**src/rtl/issue_pkg.sv**
```systemverilog
// Shared definitions for the instruction issue controller.
// Contents:
//   issue_state_e - controller FSM state encoding (ST_RUN, ST_TRAP)
//   NOP_INSTR     - canonical RISC-V nop (addi x0, x0, 0), handy as filler
//   DEFAULT_XLEN  - default instruction / PC width
package issue_pkg;

    typedef enum logic [0:0] {
        ST_RUN  = 1'b0,
        ST_TRAP = 1'b1
    } issue_state_e;

    localparam logic [31:0] NOP_INSTR    = 32'h0000_0013;
    localparam int unsigned DEFAULT_XLEN = 32;

endpackage

```
**src/rtl/issue_fifo.sv**
```systemverilog
// Small {instr, pc} buffer between fetch and decode.
// Ports:
//   clk, rst_n     - clock, asynchronous active-low reset
//   flush_i        - synchronous clear of pointers and count; wins over push/pop
//   push_i         - write {instr_i, pc_i} (ignored when full)
//   pop_i          - drop head entry (ignored when empty)
//   instr_i, pc_i  - write data
//   head_instr_o   - instruction at read pointer
//   head_pc_o      - PC at read pointer
//   count_o        - number of valid entries (0..DEPTH)
//   full_o, empty_o
// DEPTH must be a power of two so the pointers wrap naturally.
module issue_fifo #(
    parameter int unsigned DEPTH = 2,
    parameter int unsigned XLEN  = 32
) (
    input  logic                     clk,
    input  logic                     rst_n,
    input  logic                     flush_i,
    input  logic                     push_i,
    input  logic                     pop_i,
    input  logic [XLEN-1:0]          instr_i,
    input  logic [XLEN-1:0]          pc_i,
    output logic [XLEN-1:0]          head_instr_o,
    output logic [XLEN-1:0]          head_pc_o,
    output logic [$clog2(DEPTH):0]   count_o,
    output logic                     full_o,
    output logic                     empty_o
);

    localparam int unsigned PtrW = $clog2(DEPTH);
    localparam int unsigned CntW = PtrW + 1;
    localparam logic [CntW-1:0] FullCnt = CntW'(DEPTH);

    typedef logic [PtrW-1:0] ptr_t;

    logic [XLEN-1:0] instr_mem_q [DEPTH];
    logic [XLEN-1:0] pc_mem_q    [DEPTH];
    ptr_t            wr_ptr_q, wr_ptr_d;
    ptr_t            rd_ptr_q, rd_ptr_d;
    logic [CntW-1:0] count_q, count_d;
    logic            do_push, do_pop;

    assign full_o       = (count_q == FullCnt);
    assign empty_o      = (count_q == '0);
    assign count_o      = count_q;
    assign head_instr_o = instr_mem_q[rd_ptr_q];
    assign head_pc_o    = pc_mem_q[rd_ptr_q];

    assign do_push = push_i && !full_o;
    assign do_pop  = pop_i && !empty_o;

    always_comb begin
        wr_ptr_d = wr_ptr_q;
        rd_ptr_d = rd_ptr_q;
        count_d  = count_q;
        if (flush_i) begin
            wr_ptr_d = '0;
            rd_ptr_d = '0;
            count_d  = '0;
        end else begin
            if (do_push) wr_ptr_d = wr_ptr_q + ptr_t'(1);
            if (do_pop)  rd_ptr_d = rd_ptr_q + ptr_t'(1);
            unique case ({do_push, do_pop})
                2'b10:   count_d = count_q + CntW'(1);
                2'b01:   count_d = count_q - CntW'(1);
                default: count_d = count_q;
            endcase
        end
    end

    always_ff @(posedge clk or negedge rst_n) begin
        if (!rst_n) begin
            wr_ptr_q <= '0;
            rd_ptr_q <= '0;
            count_q  <= '0;
        end else begin
            wr_ptr_q <= wr_ptr_d;
            rd_ptr_q <= rd_ptr_d;
            count_q  <= count_d;
        end
    end

    // Storage needs no reset: count_q gates every read.
    always_ff @(posedge clk) begin
        if (do_push && !flush_i) begin
            instr_mem_q[wr_ptr_q] <= instr_i;
            pc_mem_q[wr_ptr_q]    <= pc_i;
        end
    end

endmodule

```
**src/rtl/instr_issue_ctrl.sv**
```systemverilog
// Issue sequencer between instruction fetch and the combinational decoder.
// Buffers fetched words, presents the head to the decoder, offers legal
// instructions to execute over valid/ready, and turns illegal encodings into
// a trap request. A redirect flushes all buffered words.
// Ports:
//   clk, rst_n                    - clock, asynchronous active-low reset
//   if_valid_i/if_ready_o         - fetch handshake, if_instr_i/if_pc_i payload
//   dec_en_o/dec_instr_o          - decoder enable and instruction code
//   dec_invalid_i                 - decoder illegal flags (any bit set = illegal)
//   ex_valid_o/ex_ready_i/ex_pc_o - execute handshake
//   redirect_valid_i              - control-flow change, flush buffer
//   trap_req_o/trap_pc_o/trap_ack_i - illegal-instruction trap interface
//   perf_issued_o/perf_stall_o    - performance counters
// Configuration macro: ISSUE_PERF_CNT_EN builds the performance counters;
// without it both perf outputs are tied to zero.
module instr_issue_ctrl
    import issue_pkg::*;
#(
    parameter int unsigned DEPTH = 2,
    parameter int unsigned XLEN  = DEFAULT_XLEN
) (
    input  logic            clk,
    input  logic            rst_n,
    input  logic            if_valid_i,
    output logic            if_ready_o,
    input  logic [XLEN-1:0] if_instr_i,
    input  logic [XLEN-1:0] if_pc_i,
    output logic            dec_en_o,
    output logic [XLEN-1:0] dec_instr_o,
    input  logic [XLEN-1:0] dec_invalid_i,
    output logic            ex_valid_o,
    input  logic            ex_ready_i,
    output logic [XLEN-1:0] ex_pc_o,
    input  logic            redirect_valid_i,
    output logic            trap_req_o,
    output logic [XLEN-1:0] trap_pc_o,
    input  logic            trap_ack_i,
    output logic [31:0]     perf_issued_o,
    output logic [31:0]     perf_stall_o
);

    localparam int unsigned CntW = $clog2(DEPTH) + 1;
    localparam logic [CntW-1:0] FullCnt = CntW'(DEPTH);

    issue_state_e    state_q, state_d;
    logic [XLEN-1:0] trap_pc_q, trap_pc_d;

    logic            fifo_push, fifo_pop, fifo_flush;
    logic [XLEN-1:0] head_instr, head_pc;
    logic [CntW-1:0] fifo_count;
    logic            fifo_full, fifo_empty;
    logic            head_illegal;

    issue_fifo #(
        .DEPTH (DEPTH),
        .XLEN  (XLEN)
    ) u_fifo (
        .clk          (clk),
        .rst_n        (rst_n),
        .flush_i      (fifo_flush),
        .push_i       (fifo_push),
        .pop_i        (fifo_pop),
        .instr_i      (if_instr_i),
        .pc_i         (if_pc_i),
        .head_instr_o (head_instr),
        .head_pc_o    (head_pc),
        .count_o      (fifo_count),
        .full_o       (fifo_full),
        .empty_o      (fifo_empty)
    );

    assign head_illegal = |dec_invalid_i;
    assign fifo_push    = if_valid_i && if_ready_o;
    assign trap_pc_o    = trap_pc_q;

    always_comb begin
        state_d     = state_q;
        trap_pc_d   = trap_pc_q;
        if_ready_o  = 1'b0;
        dec_en_o    = 1'b0;
        dec_instr_o = '0;
        ex_valid_o  = 1'b0;
        ex_pc_o     = '0;
        trap_req_o  = 1'b0;
        fifo_pop    = 1'b0;
        fifo_flush  = redirect_valid_i;
        unique case (state_q)
            ST_RUN: begin
                // rst_n term keeps fetch stalled while reset is held.
                if_ready_o = rst_n && !fifo_full && !redirect_valid_i;
                if (!fifo_empty) begin
                    dec_en_o    = 1'b1;
                    dec_instr_o = head_instr;
                    if (!head_illegal) begin
                        ex_valid_o = 1'b1;
                        ex_pc_o    = head_pc;
                        fifo_pop   = ex_ready_i;
                    end else if (!redirect_valid_i) begin
                        // A redirect discards the illegal word before it can trap.
                        state_d    = ST_TRAP;
                        trap_pc_d  = head_pc;
                        fifo_flush = 1'b1;
                    end
                end
            end
            ST_TRAP: begin
                trap_req_o = 1'b1;
                if (trap_ack_i) state_d = ST_RUN;
            end
            default: state_d = ST_RUN;
        endcase
    end

    always_ff @(posedge clk or negedge rst_n) begin
        if (!rst_n) begin
            state_q   <= ST_RUN;
            trap_pc_q <= '0;
        end else begin
            state_q   <= state_d;
            trap_pc_q <= trap_pc_d;
        end
    end

`ifdef ISSUE_PERF_CNT_EN
    logic [31:0] perf_issued_q, perf_stall_q;

    always_ff @(posedge clk or negedge rst_n) begin
        if (!rst_n) begin
            perf_issued_q <= '0;
            perf_stall_q  <= '0;
        end else begin
            if (ex_valid_o && ex_ready_i)  perf_issued_q <= perf_issued_q + 32'd1;
            if (ex_valid_o && !ex_ready_i) perf_stall_q  <= perf_stall_q + 32'd1;
        end
    end

    assign perf_issued_o = perf_issued_q;
    assign perf_stall_o  = perf_stall_q;
`else
    assign perf_issued_o = '0;
    assign perf_stall_o  = '0;
`endif

    // Occupancy bookkeeping must agree with the full flag.
    assert property (@(posedge clk) disable iff (!rst_n) fifo_full == (fifo_count == FullCnt));

endmodule
```
**config.mk**
```make
export PLATFORM = sky130hd
export DESIGN_NAME = instr_issue_ctrl
export DESIGN_NICKNAME = d
export VERILOG_FILES = /design/src/rtl/issue_pkg.sv /design/src/rtl/issue_fifo.sv /design/src/rtl/instr_issue_ctrl.sv
export SDC_FILE = /design/constraint.sdc
export NUM_CORES = 1
export LEC_CHECK = 0
export ABC_AREA = 1
export ABC_CLOCK_PERIOD_IN_PS = 4100
export BUFFER_PORTS_ARGS = -buffer_cell sky130_fd_sc_hd__buf_4
export CAP_MARGIN = 20
export CORE_ASPECT_RATIO = 1.75
export CORE_UTILIZATION = 47
export CTS_BUF_LIST = sky130_fd_sc_hd__clkbuf_8
export DETAILED_ROUTE_END_ITERATION = 10
export HOLD_SLACK_MARGIN = 0.06
export PLACE_DENSITY = 0.79
export SETUP_SLACK_MARGIN = 0.2
export SYNTH_ARGS = -nofsm -noshare
export SYNTH_HDL_FRONTEND = slang
export SYNTH_HIERARCHICAL = 1
export SYNTH_SLANG_ARGS = --single-unit
```
**constraint.sdc**
```tcl
create_clock -name clk -period 4.1 [get_ports clk]
set_input_delay 0.82 -clock clk [delete_from_list [all_inputs] [get_ports clk]]
set_output_delay 0.82 -clock clk [all_outputs]
set_load 0.01 [all_outputs]
```
== Word-level counts from Yosys, hierarchy flattened ==
Memories as Yosys holds them, arrays and structs flattened.
Cells that the tools add are included.
Storage, ports and cells
  memory bits (read-only): 0
  memory bits (writable): 128
  output and inout port bits: 164
  latch bits: 0
  register bits: 37
  memories: 2
Memory list
  u_fifo.instr_mem_q: depth 2, bits a word 32, rd ports 1, clocked after Yosys merged registers in 0, wr ports 1, line issue_fifo.sv:37  | logic [XLEN-1:0] instr_mem_q [DEPTH];
  u_fifo.pc_mem_q: depth 2, bits a word 32, rd ports 1, clocked after Yosys merged registers in 0, wr ports 1, line issue_fifo.sv:38  | logic [XLEN-1:0] pc_mem_q [DEPTH];
Cells by class
  divide/modulo/power cells: 0
  add/sub/neg operators: 4
  bitwise gates (word level): 3
  eq/ne operators: 3
  reductions and logical operators: 16
  order comparisons: 0
  multipliers: 0
  mux-type cells: 31
  shift operators: 0
Operators by type and width (number)
  $mux W32: 5
  $reduce_or A32 Y1: 1
  $mux W1: 23
  $logic_and A1 B1 Y1: 6
  $eq A2 B2 Y1 const B: 2
  $logic_not A1 Y1: 4
  $pmux W2 S2: 1
  $reduce_and A4 Y1: 1
  $reduce_bool A2 Y1: 2
  $not A1 Y1: 3
  $reduce_bool A3 Y1: 1
  $add A1 B1 Y1 const B: 2
  $add A2 B1 Y2 const B: 1
  $eq A2 B1 Y1 const B: 1
  $logic_not A2 Y1: 1
  $mux W2: 1
  $pmux W1 S2: 1
  $sub A2 B1 Y2 const B: 1

== Depth between registers and ports, before layout ==
Gate-level depths: netlist of the first run.
  depth in word-level cells: 10
  depth in mapped cells: 13

== Modules after synthesis ==
Netlist of the first run, hierarchy kept.
Modules (own cells, without submodules)
  issue_fifo: instances 1, cells an instance 371, area an instance 4885.9 sq um
  instr_issue_ctrl: instances 1, cells an instance 400, area an instance 2601.2 sq um

== Worst setup path after synthesis of the first run ==
No wires, ideal clock.
  path kind: input to register
  from: input dec_invalid_i[23]
  to: memory u_fifo.instr_mem_q[1][0], enable pin
  path slack: -0.921 ns
  buffers on the path: 1
  data arrival time: 4.534 ns
  data required time: 3.613 ns
  stages on the path: 11
  path through: nor2_1 and2_1 nand2_1 nor2_2 nand2_2 buf_2 nand2_1 nand2_1 inv_1 nand2_1 nor2_1
Between the ends
  longest elaborated chain between the ends: 8
RTL lines
  start, declared: line instr_issue_ctrl.sv:30  | input logic [XLEN-1:0] dec_invalid_i,
  $reduce_or A32 Y1: line instr_issue_ctrl.sv:72  | assign head_illegal = |dec_invalid_i;
  $mux W1: line instr_issue_ctrl.sv:94  | if (!head_illegal) begin
  $mux W1: line instr_issue_ctrl.sv:91  | if (!fifo_empty) begin
  $mux W1: line instr_issue_ctrl.sv:87  | unique case (state_q)
  via fifo_flush: line instr_issue_ctrl.sv:48  | logic fifo_push, fifo_pop, fifo_flush;
  $logic_not A1 Y1: line issue_fifo.sv:86  | if (do_push && !flush_i) begin
  $logic_and A1 B1 Y1: line issue_fifo.sv:86
  $mux W1: line issue_fifo.sv:86
  $mux W1 (not written as such): line issue_fifo.sv:87  | instr_mem_q[wr_ptr_q] <= instr_i;
  end, declared: line issue_fifo.sv:37
The timed path passes the listed nets, and every way through them passes these cells.

== Worst setup path after layout of the first run ==
  from: register u_fifo.rd_ptr_q
  to: output ex_pc_o[2]
Between the ends
  longest elaborated chain between the ends: 4
RTL lines
  start, declared: line issue_fifo.sv:40  | ptr_t rd_ptr_q, rd_ptr_d;
  start signal, assigned: line issue_fifo.sv:79  | rd_ptr_q <= rd_ptr_d;
  $mem_v2 Z2 W32
  via head_pc[2]: line instr_issue_ctrl.sv:49  | logic [XLEN-1:0] head_instr, head_pc;
  $mux W32: line instr_issue_ctrl.sv:94
  $mux W32: line instr_issue_ctrl.sv:91
  $mux W32: line instr_issue_ctrl.sv:87
  end, declared: line instr_issue_ctrl.sv:33  | output logic [XLEN-1:0] ex_pc_o,
The timed path passes the listed nets, and every way through them passes these cells.

==> flow_summary.yaml, run 1 <==
run_status:
  status: "complete, no violations"
finish:
  syn_to_final_growth_pct: 24.5
  n_fill_cell: 1285
  postLayoutCoreUtil_pct: 60.3
  antennaDiodeCount: 0
  layout.cells.non_filler: 1169
  drive_gt1_share_pct: 26.3
  layout.nets: 1072
global_route:
  antenna_found_initial: 0
  grt_pass1_vias: 5320
  grt-ovfl-total: 0
  grt_max_degree: 65
  grt_pass1_wl_um: 26600
  grt_util_all_layers_pct: 21.5
sta:
  slew_viol_final: 0
  relSlewSlack_pct: 51.8
  worst_pin_slew_ns: 0.722
  min_period_over_period_pct: 74.3
  skew_ns: 0.0224
  rsz0062_at_grt: "no"
  fmax_mhz: 328
  setup-tns-final_ns: 0
  hold_slack_ns: 0.441
  setup_slack_ns: 1.05
  setup_viol: 0
  timing.final.crit_period_ns: 3.05
  finalHoldViolCount: 0
clocking:
  cts_buffers: 17
  cts_hold_buf: 0
  htree_levels: 4
  cts_buffer_depth: 2
  clk_pin_slew_worst_paths_ns: 0.10
  cts_setup_buffers: 0
  cts_sinks: 165
  clk_latency_ns: 0.45
  cts_root_buffer: "clkbuf_8"
  cts-resized-gates: 0
  cts_tree: "yes"
power_and_ir_drop:
  ir_drop_mv: 0.280
  p_per_area_nw_per_um2: 475
  leakagePower_nw: 4.64
critical_path:
  cp-start-kind: "register"
  path_class: "reg -> out"
  critical_path.max_stage_delay_ns: 0.42
  worstPathCellList: "inv_2 -> buf_4 -> nand2_1 -> nand2_1 -> inv_1 -> nor2_1 -> buf_4"
  worstPathRequired_ns: 3.28
  crit_path_max_fanout: 30
  reg2regPathDepth: 10
  critPathBufInv: 4
  crit_arrival_ns: 2.23
  regToRegStartpoint: "u_fifo/count_o[0]"
  r2r_setup_slack_ns: 1.64
  cp-end-kind: "output pin"
  r2r_end: "u_fifo/instr_mem_q[0][2]"
  critPathTopFamily: "buffers and inverters"
  crit_slowest_cell: "inv_2"
routing:
  firstDrtPassIters: 4
  drt_iter0_drc: 223
  drt-total-wl_um: 17300
  vias: 5472
  drc_errors: 0
  vias_per_cell: 4.68
  detail-route-antenna-nets: 0
  wl_per_cell_um: 14.8
floorplan:
  initial_core_util_pct: 48.4
  fp.dieH_um: 169
  fp.dieW_um: 97.4
  rows: 60
  ioPinCount: 266
  die_area_um2: 16500
  core_um2: 15500
yosys:
  ys_seq_area_share_pct: 63.7
  ys_ff_latch: 165
  syn_area_um2: 7490
  synth_area_per_cell_um2: 9.71
  syn_inst: 771
  ys_types: 27
  yosysWarnings: 6
job:
  drv_cap: 0
placement:
  place_ws_ns: 1.10
  numPlacedInstances: 1137
  port_buffers: 201
  gp_congestion: 0.799
  post-dp-hpwl_um: 12100
min_path:
  hp-class: "in -> async"
[cell usage in the layout (no fill, tap or decap), drive strengths merged]
cell type,count
a21oi,2
and2,3
buf,213
bufinv,2
clkbuf,18
clkinv,4
clkinvlp,1
conb,64
dfrtp,37
edfxtp,128
inv,99
nand2,282
nand3,3
nand4,37
nor2,85
nor3,1
o21ai,3
o22ai,1
[logic make-up after synthesis]
family | share of synthesized area, %
and+or+nand+nor | 22.5
buffers and inverters | 13.2
DFF | 63.7
AOI/OAI and AO/OA | 0.468
other | 0.0501
[per-stage QoR]
| stage | cell area, um^2 | power (mW) |
|---|---|---|
| 6_report | 9330 | 4.43 |
| 5_1_grt | 9330 | 4.66 |
| 4_1_cts | 9330 | 4.48 |
| 3_5_place_dp | 8930 | 3.33 |
| 3_3_place_gp | 8930 | 3.30 |
| 2_1_floorplan | 7740 | 2.75 |
[Yosys cell counts (all sizes together)]
master	instances	share of area [%]
clkinv	1	0.050
nand3	3	0.43
dfrtp	37	12
conb	1	0.050
nand4	37	3.1
nand2	282	14
a21oi	2	0.18
nor3	1	0.067
and2	3	0.25
inv	91	4.6
nor2	85	4.5
o22ai	1	0.084
clkbuf	9	0.45
edfxtp	128	51
o21ai	3	0.20
buf	87	8.2
[area by class of cell]
type / count / area, um^2 / share of cell area [%]
Sequential cell: 165 / 4770 / 51.2
Multi-Input combinational cell: 481 / 1980 / 21.2
Timing Repair Buffer: 213 / 1600 / 17.1
Inverter: 92 / 345 / 3.70
Clock buffer: 18 / 248 / 2.66
Tap cell: 186 / 233 / 2.50
Clock inverter: 14 / 151 / 1.62
[layer usage]
metal  GRT usage, %  part of all wire, %  vias up
li1               -                    -     2694
met1           21.0                   34     2501
met2           41.2                   57      238
met3           5.28                  6.2       39
met4           10.5                  3.7        0
met5              0                    0        -
[sequential cells by signal, summed over array words and instances, names as in the netlist]
register / count
u_fifo/wr_ptr_q: 1
u_fifo/pc_mem_q: 64
u_fifo/count_o: 2
trap_pc_o: 32
u_fifo/rd_ptr_q: 1
u_fifo/instr_mem_q: 64
state_q: 1
[report_power, final]
part / internal [mW] / switching (mW)
Clock: 0.566 / 0.594
Sequential: 2.00 / 0.121
Combinational: 0.498 / 0.655
[worst max-delay path by stage]
stage / from / end / slack, ns / depth (start not counted)
after CTS: u_fifo/rd_ptr_q / ex_pc_o[2] / 0.98 / 7
after global placement: dec_invalid_i[19] / u_fifo/instr_mem_q[0][11] / 1.14 / 13
after floorplan: dec_invalid_i[23] / u_fifo/instr_mem_q[1][0] / 0.84 / 11
final: u_fifo/rd_ptr_q / ex_pc_o[2] / 1.05 / 7
after global routing: u_fifo/rd_ptr_q / ex_pc_o[2] / 0.89 / 7
after detailed placement: dec_invalid_i[19] / u_fifo/instr_mem_q[1][14] / 1.10 / 13
No activity file was read; power rests on OpenSTA's default activity.
==> run 2: changes to the inputs <==
ABC_AREA = 0   (was 1)
ABC_CLOCK_PERIOD_IN_PS = 3200   (was 4100)
CORE_UTILIZATION = 51   (was 47)
PLACE_DENSITY = 0.82   (was 0.79)
clock period = 3.2 ns   (was 4.1 ns; I/O delays follow)
==> flow_summary.yaml, run 2 <==
run_status:
  status: "complete, no violations"
finish:
  syn_to_final_growth_pct: 26.3
  antennaDiodeCount: 0
  layout.nets: 762
  n_fill_cell: 1015
  drive_gt1_share_pct: 50.4
  postLayoutCoreUtil_pct: 66.2
  final_common_cell: "buf_4"
  layout.cells.non_filler: 850
  layout_common_cells: "206 x buf_4, 128 x edfxtp_1, 66 x and2_1, 64 x conb_1, 53 x mux2_2"
  postLayoutCellArea_um2: 9200
global_route:
  antenna_found_initial: 0
  grt_pass1_vias: 4430
  grt_pass1_wl_um: 22400
  grt-ovfl-total: 0
  grt_util_all_layers_pct: 20.2
  grt_max_degree: 65
critical_path:
  r2r_setup_slack_ns: 0.85
  r2r_end: "u_fifo/instr_mem_q[1][16]"
  crit_path_max_fanout: 34
  crit_path_start: "dec_invalid_i[28]"
  crit_slowest_cell: "nor4_4"
  regToRegStartpoint: "u_fifo/count_o[1]"
  worstPathCellList: "buf_4 -> nor4_4 -> nand4_2 -> nor4_4 -> buf_6 -> and2_1 -> buf_4"
  path_class: "in -> out"
  cp-start-kind: "input port"
  worstPathRequired_ns: 2.56
  critical_path.max_stage_delay_ns: 0.28
  crit_arrival_ns: 2.17
  endpoint: "ex_pc_o[11]"
  reg2regPathDepth: 6
  cp-end-kind: "output pin"
yosys:
  yosysTopAreaCell: "edfxtp_1"
  synth_most_common_cell: "edfxtp_1"
  yosysWarnings: 6
  synth_edf_count: 128
  ys_seq_area_share_pct: 65.5
  async_flop_share_pct: 22.4
  synth_flop_cell: "edfxtp_1"
  syn_area_um2: 7280
  ys_ff_latch: 165
  synth_top_cell_area_share_pct: 52.8
  synth_area_per_cell_um2: 16.3
  synth_common_cells: "128 x edfxtp_1, 66 x and2_1, 64 x buf_4"
  synthTopCellsByArea: "edfxtp_1 53%, dfrtp_1 13%, mux2_2 8.2%"
  syn_inst: 448
  ys_types: 35
routing:
  wl_per_cell_um: 16.8
  drt-total-wl_um: 14300
  vias_per_cell: 4.88
  detail-route-antenna-nets: 0
  firstDrtPassIters: 4
  drc_errors: 0
  drt_iter0_drc: 178
  vias: 4146
sta:
  finalHoldViolCount: 0
  relSlewSlack_pct: 64.2
  timing.final.crit_period_ns: 2.81
  min_period_over_period_pct: 87.9
  setup_viol: 0
  hold_slack_ns: 0.310
  worst_pin_slew_ns: 0.537
  slew_viol_final: 0
  setup_slack_ns: 0.387
  skew_ns: 0.0172
  rsz0062_at_grt: "no"
  fmax_mhz: 355
power_and_ir_drop:
  ir_drop_mv: 0.352
  leakagePower_nw: 3.86
  p_per_area_nw_per_um2: 516
placement:
  post_dp_cell_area_um2: 8850
  place_ws_ns: 0.317
  port_buffers: 201
  numPlacedInstances: 818
  gp_congestion: 0.741
  post-dp-hpwl_um: 9990
clocking:
  cts_setup_buffers: 0
  cts_sinks: 165
  clk_latency_ns: 0.43
  cts_buffer_depth: 2
  htree_levels: 4
  cts_tree: "yes"
  cts_buffers: 17
  cts_root_buffer: "clkbuf_8"
  clk_pin_slew_worst_paths_ns: 0.10
min_path:
  hp-class: "in -> async"
floorplan:
  ioPinCount: 266
  fp.dieW_um: 92.3
  fp.dieH_um: 160
  rows: 57
  die_area_um2: 14800
  core_um2: 13900
  initial_core_util_pct: 52.4
job:
  drv_cap: 0
==> run 2: final cells by class <==
class	count	area, um^2	share of cell area, %
flip-flops and latches	165	4770	51.9
inverters	2	7.51	0.0816
multi-input cells	264	2240	24.3
clock inverters	15	109	1.18
clock buffers	17	234	2.54
repair buffers	210	1620	17.6
well taps	177	221	2.41
==> run 2: critical path, delay by kind of cell <==
family | cells | cell delay (ns)
and+or+nand+nor | 4 | 0.99
buffers and inverters | 3 | 0.52
==> run 2: worst min path at each step <==
stage,cells after the start,slack [ns],to
2_1_floorplan,0,0.34,state_q
3_3_place_gp,1,0.48,trap_pc_o[1]
3_5_place_dp,1,0.48,trap_pc_o[30]
4_1_cts,2,0.30,trap_pc_o[16]
5_1_grt,2,0.32,trap_pc_o[4]
6_report,2,0.31,trap_pc_o[4]
==> run 2: through the flow <==
stage | power [mW] | TNS [ns]
6_report | 4.75 | 0
5_1_grt | 4.96 | 0
4_1_cts | 4.80 | 0
3_5_place_dp | 3.50 | 0
3_3_place_gp | 3.47 | 0
2_1_floorplan | 3.08 | -47.04
==> run 2: where the power goes <==
group | total [mW] | switching, mW | internal, mW | leakage, nW
Clock | 1.30 | 0.758 | 0.539 | 0.165
Sequential | 2.60 | 0.107 | 2.49 | 1.61
Combinational | 0.849 | 0.337 | 0.511 | 2.08
==> run 2: kinds of logic (layout without fill, tap and decap cells) <==
family                    count (synthesis)  count (layout)  synth area share, %
muxes                                    96              96                 16.3
AOI/OAI and AO/OA                        10              10                0.893
xor gates and xnor gates                  1               1                0.120
other                                     1              64               0.0515
buffers and inverters                    82             244                 8.26
and+or+nand+nor                          93              93                 8.86
DFF                                     165             165                 65.5
==> run 2: repair_timing <==
item,in CTS,in global routing
endpoints found under the hold margin,0,0
endpoints found under the setup margin,0,1
hold buffers,0,0
gates resized for setup,0,1
==> run 2: layer usage <==
layer / vias up / wire [um] / GRT usage (%)
li1: 1909 / - / -
met1: 2024 / 4960 / 20.9
met2: 192 / 8150 / 37.9
met3: 21 / 818 / 5.14
met4: 0 / 344 / 7.95
met5: - / 0 / 0
